`src/rtl/wb_select_reg.sv`:
```
// wb_select_reg: registered write-back source selector for the multicycle
// MIPS datapath. It picks one of NSRC packed sources, applies partial-load
// extraction and extension to the memory (MDR) source, and registers the
// result together with the destination index and the register-file write
// enable. Writes to $zero are suppressed. An illegal select or a reserved
// load mode zeroes the data, blocks the write and pulses sel_err.
//
// Ports:
//   clk        rising-edge clock
//   reset      asynchronous active-high reset
//   src_flat   NSRC packed sources, source i at [i*WIDTH +: WIDTH]
//   sel        source select
//   load_mode  00 word, 01 half, 10 byte, 11 reserved (MEM_IDX only)
//   load_sext  1 sign-extend partial loads, 0 zero-extend
//   byte_off   address low bits for partial loads
//   dest_in    destination register index
//   wr_req     write-back request
//   stall      hold all registered outputs
//   flush      cancel pending write (data/dest hold)
//   wb_data    registered write data
//   wb_dest    registered destination
//   wb_we      registered write enable
//   sel_err    pulse on illegal select / reserved mode with wr_req

// Partial-load extraction for the memory source. Assumes WIDTH >= 32.
module wb_load_extract #(
    parameter int WIDTH = 32
) (
    input  logic [WIDTH-1:0] word,
    input  logic [1:0]       mode,
    input  logic             sext,
    input  logic [1:0]       byte_off,
    output logic [WIDTH-1:0] data
);
    logic [15:0] half;
    logic [7:0]  byte_v;

    always_comb begin
        half   = byte_off[1] ? word[31:16] : word[15:0];
        byte_v = 8'h00;
        case (byte_off)
            2'd0: byte_v = word[7:0];
            2'd1: byte_v = word[15:8];
            2'd2: byte_v = word[23:16];
            2'd3: byte_v = word[31:24];
            default: byte_v = 8'h00;
        endcase
        data = word;
        case (mode)
            2'b01:   data = {{(WIDTH-16){sext & half[15]}}, half};
            2'b10:   data = {{(WIDTH-8){sext & byte_v[7]}}, byte_v};
            default: data = word;  // word load; reserved is zeroed upstream
        endcase
    end
endmodule

module wb_select_reg #(
    parameter int WIDTH   = 32,
    parameter int NSRC    = 9,
    parameter int SELW    = 4,
    parameter int MEM_IDX = 1,
    parameter int REGW    = 5
) (
    input  logic                  clk,
    input  logic                  reset,
    input  logic [NSRC*WIDTH-1:0] src_flat,
    input  logic [SELW-1:0]       sel,
    input  logic [1:0]            load_mode,
    input  logic                  load_sext,
    input  logic [1:0]            byte_off,
    input  logic [REGW-1:0]       dest_in,
    input  logic                  wr_req,
    input  logic                  stall,
    input  logic                  flush,
    output logic [WIDTH-1:0]      wb_data,
    output logic [REGW-1:0]       wb_dest,
    output logic                  wb_we,
    output logic                  sel_err
);
    // One extra bit so NSRC == 2**SELW still compares correctly.
    localparam logic [SELW:0]   NSRC_W  = NSRC[SELW:0];
    localparam logic [SELW-1:0] MEM_SEL = MEM_IDX[SELW-1:0];

    logic [WIDTH-1:0] src [NSRC];
    logic [WIDTH-1:0] picked;
    logic [WIDTH-1:0] mem_data;
    logic [WIDTH-1:0] next_data;
    logic             is_mem;
    logic             in_range;
    logic             legal;

    for (genvar i = 0; i < NSRC; i++) begin : g_src
        assign src[i] = src_flat[i*WIDTH +: WIDTH];
    end

    wb_load_extract #(.WIDTH(WIDTH)) u_extract (
        .word     (src[MEM_IDX]),
        .mode     (load_mode),
        .sext     (load_sext),
        .byte_off (byte_off),
        .data     (mem_data)
    );

    // Explicit compare loop keeps out-of-range selects from indexing src.
    always_comb begin
        picked = '0;
        for (int i = 0; i < NSRC; i++) begin
            if (sel == SELW'(i)) picked = src[i];
        end
    end

    assign is_mem    = (sel == MEM_SEL);
    assign in_range  = ({1'b0, sel} < NSRC_W);
    assign legal     = in_range && !(is_mem && load_mode == 2'b11);
    assign next_data = !legal ? '0 : (is_mem ? mem_data : picked);

    always_ff @(posedge clk or posedge reset) begin
        if (reset) begin
            wb_data <= '0;
            wb_dest <= '0;
            wb_we   <= 1'b0;
            sel_err <= 1'b0;
        end else if (flush) begin
            wb_we   <= 1'b0;
            sel_err <= 1'b0;
        end else if (!stall) begin
            wb_data <= next_data;
            wb_dest <= dest_in;
            wb_we   <= wr_req & legal & (|dest_in);
            sel_err <= wr_req & ~legal;
        end
    end
endmodule
```
`config.mk`:
```
export PLATFORM = sky130hd
export DESIGN_NAME = wb_select_reg
export DESIGN_NICKNAME = d
export VERILOG_FILES = /design/src/rtl/wb_select_reg.sv
export SDC_FILE = /design/constraint.sdc
export NUM_CORES = 1
export LEC_CHECK = 0
export ABC_AREA = 0
export CAP_MARGIN = 20
export CORE_AREA = 2 2 136 138
export CTS_CLUSTER_DIAMETER = 80
export CTS_CLUSTER_SIZE = 25
export DETAILED_ROUTE_END_ITERATION = 8
export DIE_AREA = 0 0 138 140
export PLACE_DENSITY = 0.7
export SLEW_MARGIN = 15
export SYNTH_ARGS = -nofsm -noshare
export SYNTH_HDL_FRONTEND = slang
export SYNTH_SLANG_ARGS = --single-unit
```
`constraint.sdc`:
```
create_clock -name clk -period 1.53 [get_ports clk]
set_clock_uncertainty 0.15 [all_clocks]
set_input_delay 0.3825 -clock clk [delete_from_list [all_inputs] [get_ports clk]]
set_output_delay 0.3825 -clock clk [all_outputs]
set_load 0.02 [all_outputs]
```
==> impl_metrics.json <==
{
  "wl_per_cell_um": 21.54,
  "grt_pass1_wl_mm": 43.41,
  "tightest_slew_ps": 323.3,
  "hold_buffers": 0,
  "cts.htree.levels": 2,
  "register_area_um2": 975.9,
  "muxShareOfSynthArea": 0.1480,
  "multi_input_area_um2": 4031,
  "synth-main-ff-cell": "dfrtp_1",
  "synth-compound-area-share": 0.3981,
  "yosysTopAreaCellShare": 0.1970,
  "synthXorXnorAreaFrac": 0,
  "place_ws_ps": -1113,
  "dp_cells": 1319,
  "start_kind": "input port",
  "synth.distinct_cells": 58,
  "min_period_over_period": 1.221,
  "worst_slack_ps": -337.9,
  "core-area_um2": 17780,
  "totalWireLength_mm": 28.97,
  "portBuffers": 345,
  "antenna_found_initial": 0,
  "fp.dieW_um": 138,
  "drive_gt1_frac": 0.2903,
  "yosys.area.top_type": "dfrtp_1",
  "p_leak_uw": 0.004359,
  "grt_pass1_vias": 7640,
  "stdcell_area_um2": 10500,
  "place_area_um2": 9826,
  "top_layer_used": "met4",
  "synthCells": 652,
  "crit_path_end_kind": "flop",
  "dieArea_um2": 19320,
  "syn_nets": 962,
  "hold_class": "in -> async",
  "async_reset_ff_frac": 1.000,
  "clock_sink_count": 39,
  "diodes": 0,
  "finalSetupViolations": 34,
  "cts_buffers": 5,
  "synth_most_common_cell": "nand2_1",
  "io-pin-count": 346,
  "period_minus_slack_ps": 1868,
  "synth_top_family_by_area": "compound AO/OA/AOI/OAI gates",
  "avgSynthCellArea_um2": 7.597,
  "grt_max_degree": 40,
  "crit_fanout": 3,
  "yosys.area_share.simple": 0.1826,
  "synth_fa_ha_area_frac": 0.007578,
  "synth-seq-cells": 39,
  "power_uw": 4959,
  "first_pass_iters": 5,
  "gr-total-overflow": 0,
  "wl_met2_mm": 14.47,
  "drt_iter0_drc": 452,
  "r2r_start": "wb_data[18]",
  "synthTopCellsByArea": "dfrtp_1 (20%), a21oi_1 (7.7%), mux2i_1 (7.1%)",
  "crit_start": "load_mode[0]",
  "violations": "setup timing",
  "critPathKind": "in -> reg",
  "p_per_area_nw_per_um2": 472.2,
  "vias": 7470,
  "wl_met1_mm": 11.23,
  "gp_congestion": 0.9606,
  "status": "finished with violations",
  "required_ps": 1600,
  "start_util": 0.2786,
  "relSlewSlack": 0.7783,
  "drv_slew": 0,
  "fillers": 1615,
  "clockBufferDepth": 2,
  "syn_to_final_growth_pct": 112.0,
  "final_nets": 1425,
  "fp-row-count": 49,
  "synthTopCellsByCount": "nand2_1 (92), a21oi_1 (76), dfrtp_1 (39), o21ai_0 (38), o221ai_1 (36)",
  "ys_warn_count": 0,
  "met3_length_mm": 2.425,
  "holdWs_ps": 289.4,
  "drcViolationCount": 0,
  "cts_tree": "built",
  "clk_pin_slew_ps": 70,
  "ir_drop_mv": 0.4473,
  "clk-insertion-delay-late_ps": 290,
  "cts_root_buf": "clkbuf_16",
  "netlist_area_um2": 4954,
  "synth_enable_flop_cells": 0,
  "rsz0062_at_grt": "yes",
  "ys_seq_area_frac": 0.1970,
  "die_h_um": 140,
  "drv_cap": 0,
  "crit_arrival_ps": 1940,
  "via_per_inst": 5.554,
  "report.final.hold_viol_count": 0,
  "fin_cells": 1345,
  "fmax_ghz": 0.5354,
  "antenna_left": 0,
  "grt_usage": 0.2860,
  "hpwlAfterDp_mm": 23.03
}
[state kept, by name (all words and copies together), names as in the netlist]
register  cells
wb_we         1
wb_dest       5
wb_data      32
sel_err       1
[area by class of cell]
cell class              count  share of cell area
clock buffers               5             0.01191
multi-input cells         542              0.3839
flip-flops and latches     39             0.09293
clock inverters             3            0.002264
repair buffers            519              0.4789
well taps                 229             0.02728
inverters                   8            0.002860
[per-stage QoR]
step / util / setup TNS [ps]
4_1_cts: 0.5904 / -7428
3_5_place_dp: 0.5526 / -36340
2_1_floorplan: - / -13580
6_report: 0.5906 / -8192
5_1_grt: 0.5906 / -9341
3_3_place_gp: 0.5526 / -35170
[kinds of logic after synthesis]
kind of cell / Yosys count
AO/OA/AOI/OAI: 285
adder cells (fa/ha/maj): 3
buffers and inverters: 72
flip-flops: 39
multiplexers: 62
AND/OR/NAND/NOR: 191
[critical path, stage by stage]
cell       delay [ps]
buf_8             100
buf_6             110
ha_4              150
nor3b_4           150
a2bb2oi_2         170
nand2b_4          200
buf_12            150
buf_6             110
a221o_1           280
o21ai_1           130
[path summary, 6_finish.rpt]
kind / end / slack [ps] / cells after the start
setup / recovery: wb_data[15] / -340 / 10
hold / removal: wb_dest[2] / 290 / 3
setup reg to reg: wb_data[18] / 230 / 4
hold reg to reg: wb_dest[4] / 330 / 2
max in group asynchronous: wb_data[19] / 720 / 3
min in group clk: wb_dest[2] / 300 / 3
[layout by cell type, fill, tap and decap left out, drive strengths merged, types with 8 or more instances in the layout]
| master | count |
|---|---|
| clkdlybuf4s50 | 260 |
| buf | 184 |
| nand2 | 93 |
| a21oi | 76 |
| dfrtp | 39 |
| o21ai | 39 |
| o221ai | 36 |
| dlygate4sd2 | 35 |
| mux2i | 35 |
| nor2 | 32 |
| a22oi | 30 |
| o22ai | 27 |
| clkbuf | 23 |
| clkdlybuf4s15 | 21 |
| mux2 | 20 |
| nor2b | 15 |
| nor3 | 13 |
| a311o | 11 |
| a221o | 9 |
| o211ai | 9 |
| a2bb2oi | 9 |
| inv | 9 |
| a221oi | 9 |
| nand2b | 8 |
[where the power goes]
group / switching [uW] / internal (uW)
clock network: 511 / 612
registers: 41.3 / 1100
logic: 1150 / 1550
total: 1700 / 3260
[routing by layer]
metal / up-vias / GRT usage
met5: - / 0
met4: 0 / 0.08593
met3: 55 / 0.06051
met2: 412 / 0.5089
met1: 3522 / 0.3472
li1: 3481 / -
[repair_timing]
action	in CTS	in global routing
setup endpoints to repair	75	58
pin swaps	47	14
gates cloned	5	0
resized for setup	239	47
setup buffers	12	4
Note: power is estimated with default switching activity, not from simulation.
